File: src/rtl/pe_io_pkg.sv
// Shared sizing helpers for the PE operand I/O blocks.
//   ptr_w(depth) : bits needed for a pointer into a depth-entry array (at least 1)
//   cnt_w(depth) : bits needed for an occupancy count from 0 to depth
//   PE_OPND_T(w) : declares the operand word type opnd_t, w bits wide, in the
//                  scope where the macro is used (width is a module parameter)
package pe_io_pkg;

    function automatic int ptr_w(input int depth);
        return (depth > 1) ? $clog2(depth) : 1;
    endfunction

    function automatic int cnt_w(input int depth);
        return $clog2(depth + 1);
    endfunction

endpackage

`ifndef PE_OPND_T
`define PE_OPND_T(w) typedef logic [(w)-1:0] opnd_t;
`endif

File: src/rtl/pe_fifo_ptr.sv
// Modulo-DEPTH pointer counter. DEPTH does not have to be a power of two;
// the pointer returns to 0 after it reaches DEPTH-1.
//   clk   : rising-edge clock
//   rst   : synchronous active-high reset, clears the pointer to 0
//   en_i  : advance the pointer by one this cycle
//   ptr_o : current pointer value
module pe_fifo_ptr
    import pe_io_pkg::*;
#(
    parameter int DEPTH = 4
) (
    input  logic                     clk,
    input  logic                     rst,
    input  logic                     en_i,
    output logic [ptr_w(DEPTH)-1:0]  ptr_o
);

    localparam int PW = ptr_w(DEPTH);
    localparam logic [PW-1:0] LAST = PW'(DEPTH - 1);

    logic [PW-1:0] ptr_q;
    logic [PW-1:0] ptr_d;

    always_comb begin
        ptr_d = ptr_q;
        if (en_i) begin
            ptr_d = (ptr_q == LAST) ? '0 : ptr_q + 1'b1;
        end
    end

    always_ff @(posedge clk) begin
        if (rst) begin
            ptr_q <= '0;
        end else begin
            ptr_q <= ptr_d;
        end
    end

    assign ptr_o = ptr_q;

endmodule

File: src/rtl/pe_operand_stage_fifo.sv
// Elastic operand stage in front of the PE wire-through input port. Buffers
// up to DEPTH operand words from the L2 read path and presents the oldest one
// (with a valid flag) to the port's d input.
//   clk     : rising-edge clock
//   rst     : synchronous active-high reset; discards all buffered words
//   in_vld  : upstream word valid
//   in_rdy  : stage can accept a word this cycle (depends on occupancy only)
//   in_dat  : upstream operand word
//   out_vld : head word valid
//   out_rdy : PE consumes the head word this cycle
//   out_dat : head word (don't-care while out_vld is low)
//   count   : current occupancy
// rscid is a tool bookkeeping id and has no functional effect.
module pe_operand_stage_fifo
    import pe_io_pkg::*;
#(
    parameter int rscid = 1,
    parameter int width = 8,
    parameter int DEPTH = 4
) (
    input  logic                     clk,
    input  logic                     rst,
    input  logic                     in_vld,
    output logic                     in_rdy,
    input  logic [width-1:0]         in_dat,
    output logic                     out_vld,
    input  logic                     out_rdy,
    output logic [width-1:0]         out_dat,
    output logic [cnt_w(DEPTH)-1:0]  count
);

    `PE_OPND_T(width)

    localparam int PW = ptr_w(DEPTH);
    localparam int CW = cnt_w(DEPTH);
    localparam logic [CW-1:0] DEPTH_C = CW'(DEPTH);

    if (width < 1 || DEPTH < 2 || rscid < 0) begin : g_bad_params
        $error("pe_operand_stage_fifo: illegal parameter values");
    end

    opnd_t         mem_q [DEPTH];
    logic [PW-1:0] wr_ptr;
    logic [PW-1:0] rd_ptr;
    logic [CW-1:0] count_q;
    logic [CW-1:0] count_d;
    logic          full;
    logic          empty;
    logic          push;
    logic          pop;

    // Flags come from the registered count only, so in_rdy never depends on
    // out_rdy and a word written this cycle is not visible until next cycle.
    assign full  = (count_q == DEPTH_C);
    assign empty = (count_q == '0);
    assign push  = in_vld & ~full;
    assign pop   = out_rdy & ~empty;

    pe_fifo_ptr #(.DEPTH(DEPTH)) u_wr_ptr (
        .clk   (clk),
        .rst   (rst),
        .en_i  (push),
        .ptr_o (wr_ptr)
    );

    pe_fifo_ptr #(.DEPTH(DEPTH)) u_rd_ptr (
        .clk   (clk),
        .rst   (rst),
        .en_i  (pop),
        .ptr_o (rd_ptr)
    );

    // Storage is deliberately not reset; a write during reset is harmless
    // because both pointers and the count return to zero on the same edge.
    always_ff @(posedge clk) begin
        if (push) begin
            mem_q[wr_ptr] <= in_dat;
        end
    end

    always_comb begin
        count_d = count_q;
        case ({push, pop})
            2'b10:   count_d = count_q + 1'b1;
            2'b01:   count_d = count_q - 1'b1;
            default: count_d = count_q;
        endcase
    end

    always_ff @(posedge clk) begin
        if (rst) begin
            count_q <= '0;
        end else begin
            count_q <= count_d;
        end
    end

    assign in_rdy  = ~full;
    assign out_vld = ~empty;
    assign out_dat = mem_q[rd_ptr];
    assign count   = count_q;

    a_count_le_depth: assert property (@(posedge clk) disable iff (rst) count_q <= DEPTH_C)
        else $error("pe_operand_stage_fifo: count exceeds DEPTH");

endmodule

File: config.mk
export PLATFORM = sky130hd
export DESIGN_NAME = pe_operand_stage_fifo
export DESIGN_NICKNAME = d
export VERILOG_FILES = /design/src/rtl/pe_io_pkg.sv /design/src/rtl/pe_fifo_ptr.sv /design/src/rtl/pe_operand_stage_fifo.sv
export SDC_FILE = /design/constraint.sdc
export NUM_CORES = 1
export LEC_CHECK = 0
export BUFFER_PORTS_ARGS = -buffer_cell sky130_fd_sc_hd__buf_4
export CAP_MARGIN = 20
export CORE_ASPECT_RATIO = 0.5
export CORE_MARGIN = 3
export CORE_UTILIZATION = 55
export DETAILED_ROUTE_END_ITERATION = 10
export GPL_ROUTABILITY_DRIVEN = 0
export PLACE_DENSITY = 0.88
export SYNTH_ARGS = -nofsm -noshare
export SYNTH_HDL_FRONTEND = slang
export SYNTH_SLANG_ARGS = --single-unit
File: constraint.sdc
create_clock -name clk -period 2.6 [get_ports clk]
set_input_delay 0.13 -clock clk [delete_from_list [all_inputs] [get_ports clk]]
set_output_delay 0.13 -clock clk [all_outputs]
set_load 0.02 [all_outputs]
==> Yosys cells after proc, flatten, opt, wreduce, memory -nomap -nowiden <==
Memory sizes are Yosys's and may differ from the RTL's. A register that Yosys moved wholly into a read port is not among the register bits.
Index checks and enable logic that the tools add are counted.
W data, S select, Z words.
{ "word_totals": {"ff_bits": 7, "latch_bits": 0, "ram_bits": 32, "mem_bits_ro": 0, "input_bits": 12, "out_inout_bits": 13, "elab_cells": 26, "n_memories": 1} }
{ "memory_table": {"columns": ["name", "depth", "word_bits", "read_ports", "rd_clocked_by_memory_dff", "wr", "line_no", "rtl"], "rows": [
  ["mem_q", 4, 8, 1, 1, 1, "pe_operand_stage_fifo.sv:42", "opnd_t mem_q [DEPTH];"]
]} }
{ "op_classes": {"addsub": 4, "n_mul": 0, "div_mod_pow": 0, "order_cmp": 0, "eq_ne": 5, "shifts": 0, "muxes": 7, "bitwise_logic": 4, "n_reduce_logical": 2} }
{ "op_table": {"columns": ["cell", "n"], "rows": [
  ["$mux W2", 4],
  ["$eq A2 B2 Y1 const B", 3],
  ["$pmux W3 S2", 1],
  ["$add A2 B1 Y2 const B", 2],
  ["$add A3 B1 Y3 const B", 1],
  ["$eq A3 B3 Y1 const B", 1],
  ["$logic_not A3 Y1", 1],
  ["$sub A3 B1 Y3 const B", 1],
  ["$and A1 B1 Y1", 2],
  ["$eq A2 B1 Y1 const B", 1],
  ["$mux W1", 2],
  ["$not A1 Y1", 2],
  ["$reduce_bool A2 Y1", 1]
]} }

==> Longest topological paths before layout <==
Gate-level depths: netlist of the first run.
{ "depth": {"ltp_word": 5, "ltp_mapped": 9, "ltp_nobuf": 8} }

==> Modules after synthesis <==
From an unflattened synthesis of the first run, not the netlist that was laid out.
{ "hier_totals": {"hier_cells": 85, "hier_area_um2": 1550.2} }
{ "by_module_without_submodules": {"columns": ["module", "instances", "cells_each", "area_each_um2", "seq_area_each_um2"], "rows": [
  ["pe_operand_stage_fifo", 1, 69, 1377.6, 1021.0],
  ["pe_fifo_ptr", 2, 8, 86.3, 40.0]
]} }

==> Least setup slack after synthesis of the first run <==
Ideal clock, no wire load.
{ "synth_timing": {"path_type": "register to register", "startpoint": "register count_q[2] (netlist: count[2])", "endpoint": "register count_q[2] (netlist: count[2])", "setup_time_ps": 70, "arrival_ps": 2245, "required_time_ps": 2530, "slack_ps": 285, "path_stages_with_launch": 10, "n_path_buf": 1, "synth_period_minus_slack_ps": 2315, "path_cell_list": "dfxtp_1 > or3b_1 > buf_6 > nand2_2 > ha_1 > inv_1 > fa_1 > xor2_1 > or3_1 > a21oi_1"} }
{ "synth_between": {"elab_chain_cells": 5, "elab_cells_between_ends": 12, "classes_between": "add/sub (2); eq/ne (3); mux (1); bitwise (4); reduce/logical (2)"} }
{ "synth_rtl": {"columns": ["item", "line_no", "rtl"], "rows": [
  ["from (decl)", "pe_operand_stage_fifo.sv:45", "logic [CW-1:0] count_q;"],
  ["from (signal assigned)", "pe_operand_stage_fifo.sv:94", "count_q <= count_d;"],
  ["$eq A3 B3 Y1 *", "pe_operand_stage_fifo.sv:54", "assign full = (count_q == DEPTH_C);"],
  ["$not A1 Y1 *", null, null],
  ["named net in_rdy", "pe_operand_stage_fifo.sv:24", "output logic in_rdy,"],
  ["$and A1 B1 Y1 *", "pe_operand_stage_fifo.sv:56", "assign push = in_vld & ~full;"],
  ["$eq A2 B1 Y1 or $eq A2 B2 Y1 (tied branches)", "pe_operand_stage_fifo.sv:83", "case ({push, pop})"],
  ["$pmux W3 S2 or $reduce_bool A2 Y1 (tied branches)", null, null]
]} }
The timed path passes the listed nets; every way through them passes the cells marked *.
A chain may end at the register's enable or synchronous reset.

==> Final worst setup path of the first run <==
{ "layout_timing": {"startpoint": "register count_q[2] (netlist: count[2])", "endpoint": "register count_q[2] (netlist: count[2])"} }
{ "layout_between": {"elab_chain_cells": 5, "elab_cells_between_ends": 12, "classes_between": "add/sub (2); eq/ne (3); mux (1); bitwise (4); reduce/logical (2)"} }
{ "layout_rtl": {"columns": ["item", "line_no"], "rows": [
  ["$eq A3 B3 Y1 or $logic_not A3 Y1 (tied branches)", "pe_operand_stage_fifo.sv:54, pe_operand_stage_fifo.sv:55"],
  ["$not A1 Y1 (on tied branches)", "pe_operand_stage_fifo.sv:56, pe_operand_stage_fifo.sv:57"],
  ["$and A1 B1 Y1 (on tied branches)", "pe_operand_stage_fifo.sv:56, pe_operand_stage_fifo.sv:57"],
  ["$eq A2 B1 Y1 or $eq A2 B2 Y1 (tied branches)", "pe_operand_stage_fifo.sv:83"],
  ["$pmux W3 S2 or $reduce_bool A2 Y1 (tied branches)", null]
]} }
Parallel ways exist; a longest one is shown, timed or not.

==> results of run 1 <==
layer usage:
layer	GRT usage	vias to the layer above
met2	0.2691	18
met3	0.05948	7
met5	0	-
met4	0.06189	0
li1	-	405
met1	0.1960	412
registers in the layout, summed over array words and instances, names as in the netlist, named ones only:
signal,count
u_rd_ptr.ptr_o,2
mem_q,32
u_wr_ptr.ptr_o,2
count,3
cell type report:
cell class / count / area [µm²]
Timing Repair Buffer: 24 / 180.2
Inverter: 6 / 22.52
Multi-Input combinational cell: 43 / 457.9
Sequential cell: 41 / 1141
Fill cell: 174 / 764.5
Clock buffer: 5 / 68.82
Clock inverter: 2 / 35.03
Tap cell: 37 / 46.29
placed cells by master, fill, tap and decap left out:
master / n
and3_1: 2
nand2_1: 1
and3_2: 2
o31ai_1: 1
edfxtp_1: 32
inv_1: 6
fa_1: 1
nand2b_1: 2
nor2_1: 4
a21oi_1: 3
bufinv_16: 1
or3_2: 1
clkinv_2: 1
ha_1: 6
xor2_1: 2
buf_4: 24
o21ai_2: 1
o21ai_0: 1
or3_1: 3
a211o_1: 1
clkbuf_8: 5
dfxtp_1: 9
or3b_1: 1
mux2i_1: 2
mux4_2: 8
nand2_2: 1
kinds of logic (layout without fill, tap and decap cells):
family | count (synthesis) | after routing
xor+xnor | 2 | 2
buf+inv | 10 | 37
fa+ha+maj | 7 | 7
mux | 10 | 10
compound gates | 7 | 7
simple gates | 17 | 17
flops | 41 | 41
power breakdown:
part / switching, W / internal [W] / leakage [nW] / total [W]
clock network: 0.000200 / 0.000279 / 0.0540 / 0.000479
logic: 0.000290 / 0.000274 / 0.314 / 0.000565
registers: 0.0000785 / 0.000798 / 0.367 / 0.000877
total: 0.000569 / 0.00135 / 0.735 / 0.00192
worst paths after layout:
check | endpoint | cells after the start | startpoint | slack (ns)
min reg2reg | u_rd_ptr.ptr_o[0] | 2 | u_rd_ptr.ptr_o[0] | 0.51
max | count[2] | 8 | count[2] | 0.29
min | mem_q[3][3] | 1 | in_dat[3] | 0.04
max reg2reg | count[2] | 8 | count[2] | 0.29
worst max-delay path, delay by kind of cell, from the launching register on:
kind / cells / cell delay, ns
buffers and inverters: 1 / 0.06
AND/OR/NAND/NOR: 3 / 0.95
XOR/XNOR: 1 / 0.15
flip-flops: 1 / 0.40
AO/OA/AOI/OAI: 1 / 0.14
adder cells (fa/ha/maj): 2 / 0.56
through the flow:
stage / hold WS [ns] / cell area [µm²] / power [W]
2_1_floorplan: 0.2289 / 1645 / 0.001262
3_3_place_gp: 0.3307 / 1848 / 0.001443
3_5_place_dp: 0.3344 / 1848 / 0.001465
4_1_cts: 0.03525 / 1952 / 0.001941
5_1_grt: 0.03613 / 1952 / 0.002033
6_report: 0.04069 / 1952 / 0.001920
==> flow_summary.ini, run 1 <==
[synth]
synth_common_cells = edfxtp_1, dfxtp_1, mux4_2, ha_1, inv_1
syn_inst = 94
syn-num-nets = 113
synth_top_family_by_area = multiplexers
synth_top_area_frac = 0.5840
synth_cell_type_count = 25
ys_warn_count = 0
yosysMostFrequentCell = edfxtp_1
ys_async_sr_fraction = 0
ys.flop_type = edfxtp_1
synth_edf_count = 32
synthMuxAreaShare = 0.1217
synth_fa_ha_area_frac = 0.05779
syn_area_um2 = 1645
ys_seq_area_frac = 0.6935
synth_xor_area_frac = 0.01065
synthSimpleGateAreaFrac = 0.06084
ys_top_cells_by_area = edfxtp_1, dfxtp_1, mux4_2, ha_1, inv_1
synth_top_area_cell = edfxtp_1
ys_seq_elements = 41
synth_compound_area_frac = 0.02738
synth_area_per_cell_um2 = 17.50

[clocking]
cts-hold-fix-buffers = 0
cts_resized = 0
clock_path_buffers = 2
clk_pin_slew_ns = 0.07
clk_latency_ns = 0.29
cts_root_buf = clkbuf_8
clock-sinks = 41
cts_made_buffers = 5
htreeDepth = 2
postCtsSetupBuffers = 0
cts_tree = built

[power]
powerDensity_nw_per_um2 = 983.8
ir_drop_mv = 0.5273
p_leak_nw = 0.7352

[route]
wl_met1_um = 1159
met3WireLength_um = 142
drt_pass1_iterations = 4
wirelength_um = 2634
wire_per_inst_um = 16.67
drc = 0
vias_per_cell = 5.329
antenna_left = 0
routed.top_layer = met4
drt_iter0_markers = 59
dr_wl_met2_um = 1293
vias = 842

[hold_path]
hold_path.class = in -> reg

[final_layout]
syn2layout_area_growth_pct = 18.63
final_util = 0.7186
drive_above_1_share = 0.3636
stdcell_count = 158
nets = 140
antenna_cells = 0

[setup_path]
worstPathArrival_ns = 2.53
path_cells = or3b_1 > nand2_2 > ha_1 > inv_1 > fa_1 > xor2_1 > or3_1 > a21oi_1
cpMaxStageDelayCell = or3b_1
critical_path_class = reg -> reg
end_kind = register
required_ns = 2.82
crit_path_start_kind = register
crit_path_max_fanout = 7
cpPeakStageDelay_ns = 0.48

[die]
io_pins = 25
die_y_um = 44.68
fp.dieW_um = 83.35
start_util = 0.6057
core_area_um2 = 2716
rows = 13
die_area_um2 = 3724

[global_routing]
antenna_found_initial = 0
grt_max_degree = 13
grt_pass1_vias = 878
grt_usage = 0.1604
grt_pass1_wl_um = 4347
grt-ovfl-total = 0

[timing]
max_clock_freq_mhz = 432.3
finalCriticalPeriod_ns = 2.313
slew_headroom = 0.6302
fin_worst_skew_ns = 0.003393
finalCritPeriodShare = 0.8898
rsz0062_at_grt = false
timing.final.ws_setup_ns = 0.2865
tns_ns = 0
hold_viol_final = 0
slew_violations = 0
setup_viol = 0
worst_pin_slew_ns = 0.5500

[run]
cap_violations = 0

[placement]
dp_hpwl_um = 1873
dp_cells = 151
dp_slack_ns = 0.3029
port_buffers = 24

[outcome]
status = complete, no violations
(Power assumes the default switching activity.)
==> inputs of run 2 (changes only) <==
- CTS_BUF_LIST: default -> sky130_fd_sc_hd__clkbuf_8 sky130_fd_sc_hd__clkbuf_16
- REMOVE_ABC_BUFFERS: default -> 1
==> run 2 against run 1 <==
  * Wire length is 0.68% higher
  * First-iteration DRC count is 12% higher
  * Register-to-register slack hardly changed
  * Clock power is 16% lower
  * Global-route usage is 0.19 points higher
  * Clock skew is 0.00070 ns higher
  * Sequential share of layout area is 0.42 points higher
  * Critical path depth stayed put
  * Non-clock buffer count stayed put
  * Critical endpoint unchanged
==> flow_summary.ini, run 2 (synthesized netlist as in run 1, its figures left out) <==
[final_layout]
final_common_cell = edfxtp_1
antenna_cells = 0
largest_register_ffs = 32
final_cell_mix = edfxtp_1, buf_4, dfxtp_1, inv_1, mux4_2
regMostFlops = mem_q
design_area_um2 = 1938
drive_above_1_share = 0.3525
syn2layout_area_growth_pct = 17.79
nets = 140
final_util = 0.7135

[global_routing]
grt_pass1_wl_um = 4381
grt_usage = 0.1622
grt_max_degree = 13
grt_pass1_vias = 885
antenna_found_initial = 0
grt-ovfl-total = 0

[setup_path]
crit_path_start_kind = register
cpMaxStageDelayCell = or3b_1
required_ns = 2.81
regToRegSetupSlack_ns = 0.29
rr_endpoint = count[2]
worstPathArrival_ns = 2.52
crit_path_max_fanout = 7
critical_path_class = reg -> reg
cpPeakStageDelay_ns = 0.47
worst-path-buf-inv = 1
end_kind = register
reg2reg_from = count[2]
r2r_cells = 8
cp_top_family = simple AND/OR/NAND/NOR gates
path_cells = or3b_1 > nand2_2 > ha_1 > inv_1 > fa_1 > xor2_1 > or3_1 > a21oi_1

[hold_path]
worst_hold_startpoint = in_dat[3]
hold_depth = 1
hold_end = mem_q[2][3]
hold_path.class = in -> reg

[route]
drt_pass1_iterations = 4
wire_per_inst_um = 16.68
vias_per_cell = 5.434
drt_iter0_markers = 66
antenna_left = 0
vias = 864
wirelength_um = 2652
drc = 0

[clocking]
cts_tree = built
htreeDepth = 2
cts_made_buffers = 5
clk_pin_slew_ns = 0.07
cts_resized = 0
cts-hold-fix-buffers = 0
cts_root_buf = clkbuf_8
postCtsSetupBuffers = 0
clock-sinks = 41
clk_latency_ns = 0.28
clock_path_buffers = 2

[timing]
rsz0062_at_grt = false
finalCritPeriodShare = 0.8884
max_clock_freq_mhz = 432.9
worst_pin_slew_ns = 0.5381
setup_viol = 0
finalCriticalPeriod_ns = 2.310
tns_ns = 0
slew_violations = 0
hold_viol_final = 0
slew_headroom = 0.6382
timing.final.ws_setup_ns = 0.2902
fin_worst_skew_ns = 0.004090

[outcome]
status = complete, no violations

[power]
p_leak_nw = 0.7350
ir_drop_mv = 0.7739
powerDensity_nw_per_um2 = 953.5

[die]
die_y_um = 44.68
rows = 13
fp.dieW_um = 83.35
die_area_um2 = 3724
start_util = 0.6057
core_area_um2 = 2716
io_pins = 25

[placement]
place_area_um2 = 1848
dp_hpwl_um = 1899
port_buffers = 24
dp_slack_ns = 0.3077

[run]
cap_violations = 0
==> run 2: cell types whose count changed in the layout (fill, tap and decap cells not counted), sizes merged <==
cell and change:
clkinv -1, inv +2, bufinv -1, clkbuf +1
==> run 2: metrics by stage <==
step / cells / power (W) / hold slack [ns]
finish: 159 / 0.001848 / 0.04781
global route: 159 / 0.001941 / 0.03799
CTS: 159 / 0.001866 / 0.03695
detailed placement: 151 / 0.001466 / 0.3334
global placement: 151 / 0.001444 / 0.3309
floorplan: 90 / 0.001246 / 0.1991
==> run 2: worst reg2reg max path: cells and delay by family (launching register included) <==
kind,cells,cell delay (ns)
xor+xnor,1,0.15
buf+inv,1,0.06
compound gates,1,0.15
fa+ha+maj,2,0.56
flops,1,0.40
simple gates,3,0.92
==> run 2: layer usage <==
layer | up-vias | part of all wire | track usage
li1 | 407 | - | -
met1 | 431 | 0.44 | 0.1887
met2 | 24 | 0.52 | 0.2946
met3 | 2 | 0.040 | 0.05019
met4 | 0 | 0.0030 | 0.05863
met5 | - | 0 | 0
==> run 2: final cells by class <==
cell class | count | area, µm²
clock inverters | 2 | 7.507
well taps | 37 | 46.29
inverters | 6 | 22.52
repair buffers | 24 | 180.2
fillers | 179 | 778.2
clock buffers | 6 | 82.58
multi-input cells | 43 | 457.9
flip-flops and latches | 41 | 1141
==> run 2: power breakdown <==
group          switching [W]  total (W)  internal, W
logic               0.000294   0.000570     0.000276
registers          0.0000787   0.000877     0.000799
clock network       0.000192   0.000401     0.000208
total               0.000565    0.00185      0.00128
==> run 2: worst max-delay path by stage <==
| stage | start | cells after the start | end | slack [ns] |
|---|---|---|---|---|
| final | count[2] | 8 | count[2] | 0.29 |
| after global routing | count[2] | 8 | count[2] | 0.15 |
| after CTS | count[2] | 8 | count[2] | 0.27 |
| after detailed placement | count[2] | 8 | count[2] | 0.31 |
| after global placement | count[2] | 8 | count[2] | 0.39 |
| after floorplan | count[2] | 8 | count[2] | 0.21 |
